===== config.mk =====
export PLATFORM = sky130hd
export DESIGN_NAME = dpr_ctrl_flat
export DESIGN_NICKNAME = d
export VERILOG_FILES = /design/src/rtl/dpr_ctrl_if.sv /design/src/rtl/dpr_ctrl.sv /design/src/flat_wrapper.sv
export SDC_FILE = /design/constraint.sdc
export NUM_CORES = 1
export LEC_CHECK = 0
export BUFFER_PORTS_ARGS = -buffer_cell sky130_fd_sc_hd__buf_2
export CORE_MARGIN = 2
export CORE_UTILIZATION = 50
export CTS_CLUSTER_DIAMETER = 80
export DETAILED_ROUTE_END_ITERATION = 6
export MAX_ROUTING_LAYER = met4
export PLACE_DENSITY_LB_ADDON = 0.25
export SLEW_MARGIN = 20
export SYNTH_ARGS = -nofsm -noshare
export SYNTH_HDL_FRONTEND = slang
export SYNTH_SLANG_ARGS = --single-unit

===== constraint.sdc =====
create_clock -name sys_clk -period 6.1 [get_ports sys_clk]
set_input_delay 0.915 -clock sys_clk [delete_from_list [all_inputs] [get_ports sys_clk]]
set_output_delay 0.915 -clock sys_clk [all_outputs]
set_load 0.02 [all_outputs]

===== src/rtl/dpr_ctrl_if.sv =====
// Weight stream into the DPR sequencer.
// Plain valid/ready; a beat moves when both are high.
interface dpr_ctrl_if #(
  parameter int ELEMENT_BITS = 8
);
  logic                    w_valid;
  logic [ELEMENT_BITS-1:0] w_data;
  logic                    w_ready;

  modport master (
    output w_valid,
    output w_data,
    input  w_ready
  );

  modport slave (
    input  w_valid,
    input  w_data,
    output w_ready
  );
endinterface


===== src/rtl/dpr_ctrl.sv =====
// Weight DPR bank sequencer: row-interleaved load,
// then lockstep read passes into the systolic array.
module dpr_ctrl #(
  parameter int P            = 4,
  parameter int FEATURE_BITS = 4,
  parameter int ELEMENT_BITS = 8
) (
  input  logic                      sys_clk,
  input  logic                      reset_n,
  input  logic [FEATURE_BITS-1:0]   cfg_rows,
  input  logic [FEATURE_BITS-1:0]   cfg_cols,
  input  logic                      load_start,
  input  logic                      run_start,
  input  logic                      run_stall,
  dpr_ctrl_if.slave                 w,
  output logic                      busy,
  output logic                      load_done,
  output logic                      run_done,
  output logic [2*FEATURE_BITS-1:0] address_in,
  output logic [ELEMENT_BITS-1:0]   data_in,
  output logic [P-1:0]              cs_in,
  output logic                      we_in,
  output logic [2*FEATURE_BITS-1:0] address_out,
  output logic [P-1:0]              cs_out,
  output logic                      oe_out,
  output logic                      out_valid
);

  localparam int FB = FEATURE_BITS;
  localparam int AW = 2 * FB;
  localparam int BW = AW + 1;
  localparam int PW = (P > 1) ? $clog2(P) : 1;

  typedef enum logic [1:0] {
    IDLE,
    LOAD,
    RUN,
    DRAIN
  } state_t;

  state_t state_q, state_d;

  logic [FB-1:0] rows_q, rows_d;
  logic [FB-1:0] cols_q, cols_d;

  logic [FB-1:0] r_q, r_d;
  logic [FB-1:0] c_q, c_d;
  logic [PW-1:0] rp_q, rp_d;
  logic [AW-1:0] wbase_q, wbase_d;
  logic          ld_last_q, ld_last_d;

  logic [AW-1:0] a_q, a_d;
  logic [FB-1:0] ac_q, ac_d;
  logic [BW-1:0] bp_q, bp_d;
  logic          rn_last_q, rn_last_d;

  logic [FB-1:0] rows_e, cols_e;
  logic [AW-1:0] a_e;
  logic [FB-1:0] ac_e;
  logic [BW-1:0] bp_e;
  logic          issue, hs, cfg_zero;

  logic                    w_ready_d, busy_d;
  logic                    load_done_d, run_done_d;
  logic [AW-1:0]           address_in_d, address_out_d;
  logic [ELEMENT_BITS-1:0] data_in_d;
  logic [P-1:0]            cs_in_d, cs_out_d;
  logic                    we_d, oe_d;

  always_comb begin
    state_d       = state_q;
    rows_d        = rows_q;
    cols_d        = cols_q;
    r_d           = r_q;
    c_d           = c_q;
    rp_d          = rp_q;
    wbase_d       = wbase_q;
    ld_last_d     = ld_last_q;
    a_d           = a_q;
    ac_d          = ac_q;
    bp_d          = bp_q;
    rn_last_d     = rn_last_q;
    rows_e        = rows_q;
    cols_e        = cols_q;
    a_e           = a_q;
    ac_e          = ac_q;
    bp_e          = bp_q;
    issue         = 1'b0;
    w_ready_d     = 1'b0;
    load_done_d   = 1'b0;
    run_done_d    = 1'b0;
    we_d          = 1'b0;
    cs_in_d       = '0;
    address_in_d  = address_in;
    data_in_d     = data_in;
    oe_d          = 1'b0;
    cs_out_d      = '0;
    address_out_d = address_out;
    hs            = w.w_valid && w.w_ready;
    cfg_zero      = (cfg_rows == '0) || (cfg_cols == '0);

    unique case (state_q)
      IDLE: begin
        if (load_start) begin
          rows_d = cfg_rows;
          cols_d = cfg_cols;
          if (cfg_zero) begin
            load_done_d = 1'b1;
          end else begin
            state_d   = LOAD;
            w_ready_d = 1'b1;
            r_d       = '0;
            c_d       = '0;
            rp_d      = '0;
            wbase_d   = '0;
            ld_last_d = 1'b0;
          end
        end else if (run_start) begin
          rows_d = cfg_rows;
          cols_d = cfg_cols;
          if (cfg_zero) begin
            run_done_d = 1'b1;
          end else begin
            // first address goes out on the start edge
            state_d   = RUN;
            rows_e    = cfg_rows;
            cols_e    = cfg_cols;
            a_e       = '0;
            ac_e      = '0;
            bp_e      = '0;
            a_d       = '0;
            ac_d      = '0;
            bp_d      = '0;
            rn_last_d = 1'b0;
            issue     = !run_stall;
          end
        end
      end
      LOAD: begin
        if (ld_last_q) begin
          state_d     = IDLE;
          load_done_d = 1'b1;
        end else begin
          w_ready_d = 1'b1;
          if (hs) begin
            we_d         = 1'b1;
            cs_in_d      = P'(1) << rp_q;
            address_in_d = wbase_q + AW'(c_q);
            data_in_d    = w.w_data;
            if (c_q == cols_q - 1'b1) begin
              c_d = '0;
              r_d = r_q + 1'b1;
              if (rp_q == PW'(P - 1)) begin
                rp_d    = '0;
                wbase_d = wbase_q + AW'(cols_q);
              end else begin
                rp_d = rp_q + 1'b1;
              end
              if (r_q == rows_q - 1'b1) begin
                ld_last_d = 1'b1;
                w_ready_d = 1'b0;
              end
            end else begin
              c_d = c_q + 1'b1;
            end
          end
        end
      end
      RUN: begin
        if (rn_last_q) begin
          state_d    = DRAIN;
          run_done_d = 1'b1;
        end else begin
          issue = !run_stall;
        end
      end
      DRAIN: begin
        state_d = IDLE;
      end
      default: begin
        state_d = IDLE;
      end
    endcase

    if (issue) begin
      oe_d          = 1'b1;
      address_out_d = a_e;
      a_d           = a_e + 1'b1;
      for (int i = 0; i < P; i++) begin
        cs_out_d[i] = (bp_e + BW'(i)) < BW'(rows_e);
      end
      if (ac_e == cols_e - 1'b1) begin
        ac_d = '0;
        bp_d = bp_e + BW'(P);
        if (bp_e + BW'(P) >= BW'(rows_e)) begin
          rn_last_d = 1'b1;
        end
      end else begin
        ac_d = ac_e + 1'b1;
      end
    end

    busy_d = (state_d != IDLE);
  end

  always_ff @(posedge sys_clk) begin
    if (!reset_n) begin
      state_q     <= IDLE;
      rows_q      <= '0;
      cols_q      <= '0;
      r_q         <= '0;
      c_q         <= '0;
      rp_q        <= '0;
      wbase_q     <= '0;
      ld_last_q   <= 1'b0;
      a_q         <= '0;
      ac_q        <= '0;
      bp_q        <= '0;
      rn_last_q   <= 1'b0;
      w.w_ready   <= 1'b0;
      busy        <= 1'b0;
      load_done   <= 1'b0;
      run_done    <= 1'b0;
      address_in  <= '0;
      data_in     <= '0;
      cs_in       <= '0;
      we_in       <= 1'b0;
      address_out <= '0;
      cs_out      <= '0;
      oe_out      <= 1'b0;
      out_valid   <= 1'b0;
    end else begin
      state_q     <= state_d;
      rows_q      <= rows_d;
      cols_q      <= cols_d;
      r_q         <= r_d;
      c_q         <= c_d;
      rp_q        <= rp_d;
      wbase_q     <= wbase_d;
      ld_last_q   <= ld_last_d;
      a_q         <= a_d;
      ac_q        <= ac_d;
      bp_q        <= bp_d;
      rn_last_q   <= rn_last_d;
      w.w_ready   <= w_ready_d;
      busy        <= busy_d;
      load_done   <= load_done_d;
      run_done    <= run_done_d;
      address_in  <= address_in_d;
      data_in     <= data_in_d;
      cs_in       <= cs_in_d;
      we_in       <= we_d;
      address_out <= address_out_d;
      cs_out      <= cs_out_d;
      oe_out      <= oe_d;
      out_valid   <= oe_out;
    end
  end

endmodule


===== src/flat_wrapper.sv =====
// flat-port wrapper written by rule: the top's interface ports become plain ports
module dpr_ctrl_flat 
#(
  parameter int P            = 4,
  parameter int FEATURE_BITS = 4,
  parameter int ELEMENT_BITS = 8
)
  (sys_clk, reset_n, cfg_rows, cfg_cols, load_start, run_start, run_stall, busy, load_done, run_done, address_in, data_in, cs_in, we_in, address_out, cs_out, oe_out, out_valid, w_w_valid, w_w_data, w_w_ready);
  dpr_ctrl_if #(.ELEMENT_BITS(ELEMENT_BITS)) w_i ();
  input  logic sys_clk;
  input  logic reset_n;
  input  logic [FEATURE_BITS-1:0] cfg_rows;
  input  logic [FEATURE_BITS-1:0] cfg_cols;
  input  logic load_start;
  input  logic run_start;
  input  logic run_stall;
  output logic busy;
  output logic load_done;
  output logic run_done;
  output logic [2*FEATURE_BITS-1:0] address_in;
  output logic [ELEMENT_BITS-1:0] data_in;
  output logic [P-1:0] cs_in;
  output logic we_in;
  output logic [2*FEATURE_BITS-1:0] address_out;
  output logic [P-1:0] cs_out;
  output logic oe_out;
  output logic out_valid;
  input wire logic [$bits(w_i.w_valid)-1:0] w_w_valid;
  input wire logic [$bits(w_i.w_data)-1:0] w_w_data;
  output wire logic [$bits(w_i.w_ready)-1:0] w_w_ready;
  assign w_i.w_valid = w_w_valid;
  assign w_i.w_data = w_w_data;
  assign w_w_ready = w_i.w_ready;
  dpr_ctrl #(.P(P), .FEATURE_BITS(FEATURE_BITS), .ELEMENT_BITS(ELEMENT_BITS)) u_core (.sys_clk(sys_clk), .reset_n(reset_n), .cfg_rows(cfg_rows), .cfg_cols(cfg_cols), .load_start(load_start), .run_start(run_start), .run_stall(run_stall), .w(w_i), .busy(busy), .load_done(load_done), .run_done(run_done), .address_in(address_in), .data_in(data_in), .cs_in(cs_in), .we_in(we_in), .address_out(address_out), .cs_out(cs_out), .oe_out(oe_out), .out_valid(out_valid));
endmodule

==> flow_summary.toml, run 1 <==
[status]
status = "finished, final reports clean"

[layout]
final_cells = 784
multi_input_area_um2 = 3067
finalInstanceArea_um2 = 5625
final_util_pct = 57.55
drive_gt1_share_pct = 14.44
fillers = 947
seqCellArea_um2 = 1802
fin_nets = 708
antenna_cells = 0
syn_to_final_growth_pct = 11.23

[logic_synthesis]
synth_cell_types = 61
synth_edf_count = 0
ys_async_sr_fraction_pct = 0
synth_top_flop_cell = "dfxtp_1"
synth_warnings = 0
synth.area.top_cells = "dfxtp_1 36%, ha_1 9.4%, nand2_1 5.4%"
syn_nets = 662
ys_seq_elements = 90
syn_inst = 600
synth-seq-area-share_pct = 35.63
synth_top_cell_by_area = "dfxtp_1"
netlist_area_um2 = 5057
synth_most_common_cell = "dfxtp_1"
avgSynthCellArea_um2 = 8.429
ys_top_cells_by_count = "90 x dfxtp_1, 73 x nand2_1, 54 x nor2_1, 45 x a21oi_1, 38 x ha_1"
yosysTopAreaCellShare_pct = 35.63

[clock_network]
cts_tree = "yes"
clk_pin_slew_ns = 0.08
cts_hold_buf = 0
worstSkewPairLatency_ns = 0.36
clockBufferDepth = 2
post-cts-setup-buffers = 0
cts-resized-gates = 0
cts_root_buffer = "clkbuf_8"
htree_num_levels = 3
cts_sinks = 90
numCtsBuffers = 9

[global_routing]
grt-ovfl-total = 0
grt_pass1_vias = 4101
grtUsageTotal_pct = 22.42
grt_pass1_wl_mm = 19.55
antenna_found_initial = 0
grt_max_degree = 27

[sta]
final-max-slew-violation-count = 0
worstMarginPinSlew_ns = 0.8277
fin_crit_ns = 4.222
clock.fmax_mhz = 236.9
setup_ws_ns = 1.878
tns_ns = 0
rsz0062_at_grt = "false"
setup_violations = 0
slew_headroom_pct = 44.31
min_period_over_period_pct = 69.21
final.setup_skew_ns = 0.01427
hold_violations = 0

[run]
drv_cap = 0

[critical_path]
timing.rr.start = "u_core.state_q[0]$_SDFF_PN0_"
path_class = "input pin to flop"
r2r_slack_ns = 2.17
start_kind = "input pin"
r2r_end = "u_core.bp_q[8]$_SDFF_PN0_"
worstPathArrival_ns = 4.51
rr_worst_depth = 9
critPathMaxFanout = 15
crit_path_end_kind = "flop"
worstPathRequired_ns = 6.39

[placed_design]
place_area_um2 = 5448
gp_congestion = 0.9287
dp_cells = 768
port_buffers = 60
dp_slack_ns = 1.575
place_hpwl_mm = 8.560

[drt]
drt_iter0_drc = 175
finalWirelength_mm = 11.44
wl_per_cell_um = 14.60
ant_nets = 0
drt_first_pass_iters = 4
drc = 0
via_per_inst = 5.515
via_count = 4324

[die]
chipHeight_um = 104.6
core_um2 = 9774
io_pins = 61
start_util_pct = 51.74
fp-row-count = 36
die_area_um2 = 10930
dieWidth_um = 104.6

[power]
leakage_uw = 0.002392
ir_worst_vdd_uv = 112.3
p_per_area_nw_per_um2 = 205.5

[min_path]
min_path_cells = 2
min-delay-start = "u_core.address_out[6]$_SDFFE_PN0P_"
min_to = "u_core.address_out[6]$_SDFFE_PN0P_"
min_path_type = "flop to flop"
report_power, final:
part	leakage, uW	internal [uW]	switching, uW
clock	0.0000827	149	214
sequential	0.000728	601	19.2
combinational	0.00158	71.0	102
registers in the layout, summed over array words and instances, names as in the netlist, 2 cells and up:
| signal | flops |
|---|---|
| u_core.wbase_q | 8 |
| u_core.cs_out | 4 |
| u_core.state_q | 2 |
| u_core.rows_q | 4 |
| u_core.bp_q | 9 |
| u_core.r_q | 4 |
| u_core.address_in | 8 |
| u_core.c_q | 4 |
| u_core.a_q | 8 |
| u_core.address_out | 8 |
| u_core.ac_q | 4 |
| u_core.rp_q | 2 |
| u_core.cols_q | 4 |
| u_core.data_in | 8 |
| u_core.cs_in | 4 |
cell type report:
cell class,count,area share [%]
Clock inverter,6,0.7562
Clock buffer,10,2.269
Timing Repair Buffer,64,5.872
Tap cell,133,2.958
Inverter,24,1.601
Multi-Input combinational cell,457,54.52
Sequential cell,90,32.03
layout by cell type, fill, tap and decap left out, types with 5 or more instances in the layout:
cell,n
nand4_1,9
nand2b_1,9
and2_1,10
xnor2_1,22
nor3_1,13
clkbuf_8,9
xor2_1,23
nor2_1,54
inv_1,24
nand3_1,15
buf_2,60
o21ai_0,14
nor2b_1,14
or3_1,5
mux2i_1,16
dfxtp_1,90
and3_1,11
ha_1,38
a211oi_1,7
a21oi_1,45
nand2_1,73
critical path: stages:
cell	delay (ns)
buf_2	0.13
or4_1	0.64
nand3_1	0.54
a21boi_0	0.23
ha_1	0.37
a311o_1	0.33
a32oi_1	0.20
nand3_1	0.40
or4_1	0.63
a21oi_1	0.14
cell families (layout without fill, tap and decap cells):
group,count (synthesis),count (layout),share of synthesized area [%]
simple gates,233,233,22.64
xor+xnor,46,46,8.263
flops,90,90,35.63
buf+inv,53,104,4.082
fa+ha+maj,40,40,10.19
compound gates,119,119,15.36
mux,19,19,3.835
how the worst max path moves through the flow:
stage / start / end / depth (start not counted)
after floorplan: load_start / u_core.bp_q[8]$_SDFF_PN0_ / 10
after global placement: cfg_rows[0] / u_core.bp_q[8]$_SDFF_PN0_ / 10
after detailed placement: cfg_rows[0] / u_core.bp_q[8]$_SDFF_PN0_ / 10
after CTS: cfg_rows[0] / u_core.bp_q[8]$_SDFF_PN0_ / 10
after global routing: cfg_cols[2] / u_core.bp_q[8]$_SDFF_PN0_ / 10
final: cfg_cols[2] / u_core.bp_q[8]$_SDFF_PN0_ / 10
stage by stage:
step	hold slack [ns]	power [uW]
final	0.4557	1156
after global routing	0.4766	1219
after CTS	0.4585	1167
after detailed placement	0.4440	806.3
after global placement	0.4368	799.6
after floorplan	0.4524	757.6
layer usage:
layer	wire (um)	GRT usage (%)	vias up
met4	144	7.333	0
met5	0	-	-
met1	5112	27.24	2037
met2	5744	37.16	89
met3	443	4.866	9
li1	-	-	2189
Note: power is estimated with default switching activity, not from simulation.
==> run 2, diff against run 1 <==
Settings changed: ABC_AREA set to 1.
Clock period 6.1 ns to 3.55 ns, I/O delays scaled along.
==> run 2 against run 1 <==
Against the previous run:
- combinational power increased to 2.5 times the previous value
- sequential power increased by 74%
- register-to-register slack got worse by 1.6 ns
- count of clock-buffer cells in the layout unchanged
- synthesized cell count increased by 19%
- critical path depth increased by 2
- global-route usage increased by 1.8 points
- non-clock buffer count increased by 5
- sequential cell count unchanged
==> flow_summary.toml, run 2 <==
[global_routing]
grt_pass1_wl_mm = 21.20
grt_pass1_vias = 4407
grt_util_met1_pct = 33.67
grt_max_degree = 47
grt-ovfl-total = 0
antenna_found_initial = 0
grtUsageMet3_pct = 5.195
grt_util_met2_pct = 35.76
top_usage_layer = "met2"
grtUsageTotal_pct = 24.26

[critical_path]
start_kind = "flop"
path_delay_family = "simple AND/OR/NAND/NOR gates"
crit_path_cell_trace = "nor2_2 -> nand4_2 -> buf_12 -> o21ai_0 -> ha_1 -> nand2_1 -> o211ai_1 -> a21oi_1 -> o21ai_0 -> nor3_1 -> nand4_1 -> nor3_1"
rr_worst_depth = 12
r2r_end = "u_core.cs_out[1]$_SDFF_PN0_"
cpPeakStageDelay_ns = 0.52
worstPathRequired_ns = 3.85
timing.rr.start = "u_core.state_q[1]$_SDFF_PN0_"
crit_slowest_cell = "o21ai_0"
r2r_slack_ns = 0.61
crit_path_end_kind = "flop"
cp_num_buf_inv = 1
worstPathArrival_ns = 3.24
path_class = "flop to flop"
critPathMaxFanout = 32
cp_num_cells = 12
critPathLaunch = "u_core.state_q[1]$_SDFF_PN0_"

[logic_synthesis]
netlist_area_um2 = 5136
yosysTopAreaCellShare_pct = 35.08
synth_most_common_cell = "nand2_1"
ys_async_sr_fraction_pct = 0
synth_warnings = 0
syn_nets = 778
synth_top_flop_cell = "dfxtp_1"
synth_cell_types = 46
syn_inst = 716
synth_edf_count = 0
ys_seq_elements = 90
avgSynthCellArea_um2 = 7.173
ys_top_cells_by_count = "122 x nand2_1, 115 x nor2_1, 90 x dfxtp_1, 84 x inv_1, 55 x o21ai_0"
synth.area.top_cells = "dfxtp_1 35%, ha_1 9.3%, nand2_1 8.9%"
synth-seq-area-share_pct = 35.08
synth_top_cell_by_area = "dfxtp_1"

[die]
core_um2 = 9864
dieWidth_um = 105.4
fp-row-count = 36
chipHeight_um = 105.4
start_util_pct = 52.07
die_area_um2 = 11100
io_pins = 61

[run]
drv_cap = 0

[drt]
via_per_inst = 5.144
ant_nets = 0
wl_per_cell_um = 13.73
drt_first_pass_iters = 5
drt_iter0_drc = 261
drc = 0
finalWirelength_mm = 12.57
via_count = 4707

[layout]
drive_gt1_share_pct = 14.83
fin_nets = 839
mostFrequentLayoutCell = "nand2_1"
final_cell_mix = "122 x nand2_1, 115 x nor2_1, 90 x dfxtp_1"
top_register = "u_core.bp_q"
antenna_cells = 0
syn_to_final_growth_pct = 13.18
largest_reg_flops = 9
finalInstanceArea_um2 = 5813
fillers = 917

[min_path]
min_to = "u_core.data_in[7]$_SDFFE_PN0P_"
min_path_cells = 3
min_path_type = "input pin to flop"
min-delay-start = "w_w_data[7]"

[placed_design]
port_buffers = 60
gp_congestion = 0.9744
place_area_um2 = 5585
place_hpwl_mm = 9.410
dp_slack_ns = 0.3588

[sta]
final-max-slew-violation-count = 0
worst_hold_slack_ns = 0.3764
setup_violations = 0
hold_violations = 0
rsz0062_at_grt = "false"
clock.fmax_mhz = 340.5
fin_crit_ns = 2.937
tns_ns = 0
slew_headroom_pct = 57.26
min_period_over_period_pct = 82.73
final.setup_skew_ns = 0.006402
worstMarginPinSlew_ns = 0.6345
setup_ws_ns = 0.6130

[status]
status = "finished, final reports clean"

[clock_network]
cts-resized-gates = 0
worstSkewPairLatency_ns = 0.37
cts_tree = "yes"
post-cts-setup-buffers = 0
numCtsBuffers = 9
cts_sinks = 90
htree_num_levels = 3
cts_hold_buf = 0
cts_root_buffer = "clkbuf_8"
clockBufferDepth = 2
clk_pin_slew_ns = 0.09

[power]
power_frac_clock_pct = 34.3
p_per_area_nw_per_um2 = 396.8
p_int_uw = 1619
switching_share_pct = 29.80
pwr-share-seq_pct = 47.0
leakage_uw = 0.002850
p_switching_uw = 687.2
finalPower_uw = 2306
combPwrFrac_pct = 18.8
ir_worst_vdd_uv = 378.0
[run 2: per-layer routing]
layer / up-vias / part of all wire, % / wire, um
met5: - / 0 / 0
met3: 12 / 5.5 / 696
met1: 2126 / 49 / 6205
met2: 129 / 44 / 5513
met4: 0 / 1.2 / 150
li1: 2440 / - / -
[run 2: area by class of cell]
class	instances	area (um2)	share of cell area (%)
clock buffers	10	137.6	2.368
clock inverters	6	90.09	1.550
inverters	91	345.3	5.941
multi-input cells	516	2892	49.74
flip-flops and latches	90	1802	30.99
well taps	133	166.4	2.863
repair buffers	69	380.4	6.543
[run 2: tightest hold or removal path: cells and delay by family]
family / cells / cell delay [ns]
AND/OR/NAND/NOR: 2 / 0.11
buffers and inverters: 1 / 0.07
[run 2: cell families after synthesis]
logic type / after synthesis / share of synthesized area, %
and+or+nand+nor: 311 / 26.67
AOI/OAI and AO/OA: 133 / 14.11
buffers and inverters: 110 / 8.623
DFF: 90 / 35.08
adders and majority gates: 40 / 10.04
xor gates and xnor gates: 31 / 5.286
muxes: 1 / 0.1949
[run 2: worst max path at each step]
stage / endpoint
3_3_place_gp: u_core.cs_out[1]$_SDFF_PN0_
4_1_cts: u_core.cs_out[1]$_SDFF_PN0_
2_1_floorplan: u_core.cs_out[1]$_SDFF_PN0_
6_report: u_core.cs_out[1]$_SDFF_PN0_
3_5_place_dp: u_core.cs_out[1]$_SDFF_PN0_
5_1_grt: u_core.cs_out[3]$_SDFF_PN0_
[run 2: through the flow]
step,util [%],instances
finish,58.93,915
global route,58.93,915
CTS,58.93,915
detailed placement,56.62,899
global placement,56.62,899
floorplan,-,716
[run 2: power groups by stage]
stage               registers, uW  logic, uW  clock network (uW)
CTS                          1080        430                 808
finish                       1080        433                 790
global route                 1090        493                 844
global placement             1100        418                   0
detailed placement           1110        428                   0
floorplan                    1120        305                   0
==> run 3, diff against run 2 <==
Settings changed: ABC_AREA 1 to 0.
Clock period 3.55 ns to 2.9 ns, I/O delays scaled along.
==> run 3 against run 2 <==
Against the previous run:
- non-clock buffer count rose by 48
- register-to-register slack got worse by 0.58 ns
- highest routed layer unchanged
- first-iteration DRC count decreased by 30%
- largest power group unchanged
- final cell count decreased by 8.5%
==> flow_summary.toml, run 3 (synthesis results as in run 1) <==
[status]
status = "finished, final reports clean"

[placed_design]
gp_congestion = 0.9031
port_buffers = 60
dp_cells = 818
place_hpwl_mm = 9.170
place_area_um2 = 5866
dp_slack_ns = -0.2750

[critical_path]
start_kind = "flop"
path_class = "flop to flop"
crit_path_end_kind = "flop"
critPathMaxFanout = 4
worstPathArrival_ns = 3.18
worstPathRequired_ns = 3.21

[clock_network]
htree_num_levels = 3
cts_root_buffer = "clkbuf_8"
cts_tree = "yes"
numCtsBuffers = 9
cts_sinks = 90
clockBufferDepth = 2
clk_pin_slew_ns = 0.09
worstSkewPairLatency_ns = 0.38

[drt]
drt_iter0_drc = 183
via_per_inst = 5.515
drc = 0
dr_wl_met2_mm = 5.992
ant_nets = 0
wl_met1_mm = 5.404
wl_per_cell_um = 14.52
wl_met3_um = 488
via_count = 4616
drt_first_pass_iters = 4
finalWirelength_mm = 12.15
top_layer_used = "met4"

[sta]
clock.fmax_mhz = 348.3
fin_crit_ns = 2.871
setup_violations = 0
slew_headroom_pct = 43.70
hold_violations = 0
setup_ws_ns = 0.02878
rsz0062_at_grt = "true"
worstMarginPinSlew_ns = 0.8435
final.setup_skew_ns = 0.009215
final-max-slew-violation-count = 0
min_period_over_period_pct = 99.01

[layout]
largest_reg_flops = 9
syn_to_final_growth_pct = 22.34
final_cells = 837
mostFrequentLayoutCell = "dfxtp_1"
final_util_pct = 63.30
finalInstanceArea_um2 = 6187
drive_gt1_share_pct = 23.30
fin_nets = 761
top_register = "u_core.bp_q"
antenna_cells = 0
final_cell_mix = "89 x dfxtp_1, 72 x nand2_1, 60 x buf_2"

[global_routing]
grt_max_degree = 27
grt_pass1_wl_mm = 20.71
antenna_found_initial = 0
grt_pass1_vias = 4406
grtUsageTotal_pct = 23.79
grt-ovfl-total = 0

[power]
finalPower_uw = 2756
ir_worst_vdd_uv = 217.5
switching_share_pct = 27.06
combPwrFrac_pct = 16.5
p_per_area_nw_per_um2 = 445.4
leakage_uw = 0.002689
pwr-share-seq_pct = 47.0
p_int_uw = 2010
p_switching_uw = 745.6
power_frac_clock_pct = 36.4

[die]
fp-row-count = 36
start_util_pct = 51.74
die_area_um2 = 10930
core_um2 = 9774
dieWidth_um = 104.6
io_pins = 61
chipHeight_um = 104.6

[run]
drv_cap = 0

[min_path]
min_path_type = "input pin to flop"
-- run 3: repair_timing --
| item | 4_1_cts | 5_1_grt |
|---|---|---|
| endpoints found under the hold margin | 0 | 0 |
| pin swaps | 1 | 5 |
| buffers inserted | 0 | 3 |
| resized for setup | 1 | 13 |
| hold buffers | 0 | 0 |
| endpoints found under the setup margin | 5 | 7 |
-- run 3: critical path, cell delays in order, from the launching register on --
cell and delay [ns]:
dfxtp_1 0.32, or4b_4 0.55, nor3_4 0.18, mux2i_1 0.23
ha_1 0.22, and2_2 0.16, o2111ai_1 0.12, a32oi_2 0.25
nand3_1 0.12, or4_1 0.54, a21oi_1 0.13
-- run 3: path summary, 6_finish.rpt --
path                                            from                                 end  slack (ns)  cells after the start
hold / removal                           w_w_data[5]      u_core.data_in[5]$_SDFFE_PN0P_        0.29                      3
setup / recovery        u_core.state_q[1]$_SDFF_PN0_           u_core.bp_q[8]$_SDFF_PN0_        0.03                     10
setup reg to reg        u_core.state_q[1]$_SDFF_PN0_           u_core.bp_q[8]$_SDFF_PN0_        0.03                     10
hold reg to reg   u_core.address_out[5]$_SDFFE_PN0P_  u_core.address_out[5]$_SDFFE_PN0P_        0.46                      2
-- run 3: power groups by stage --
stage	Clock, uW	Sequential (uW)	Combinational (uW)
after floorplan	0	1330	272
after global placement	0	1320	414
after detailed placement	0	1320	430
after CTS	1020	1290	433
after global routing	1080	1300	503
final	1000	1300	456
-- run 3: routing by layer --
layer	up-vias	global-route usage [%]
met4	0	8.000
met5	-	-
met2	85	39.87
met3	25	4.616
met1	2208	28.82
li1	2298	-
-- run 3: area by class of cell --
cell class,instances,area (um2)
Clock buffer,11,151.4
Clock inverter,5,85.08
Fill cell,849,3587
Inverter,24,90.09
Multi-Input combinational cell,457,3152
Sequential cell,90,1803
Tap cell,133,166.4
Timing Repair Buffer,117,739.5
-- run 3: stage by stage --
stage                     setup TNS, ns  hold WS [ns]
after floorplan                 -0.8196        0.4524
after global placement           -1.229        0.4372
after detailed placement         -2.574        0.4455
after CTS                             0        0.2848
after global routing            -0.7141        0.2884
final                                 0        0.2908
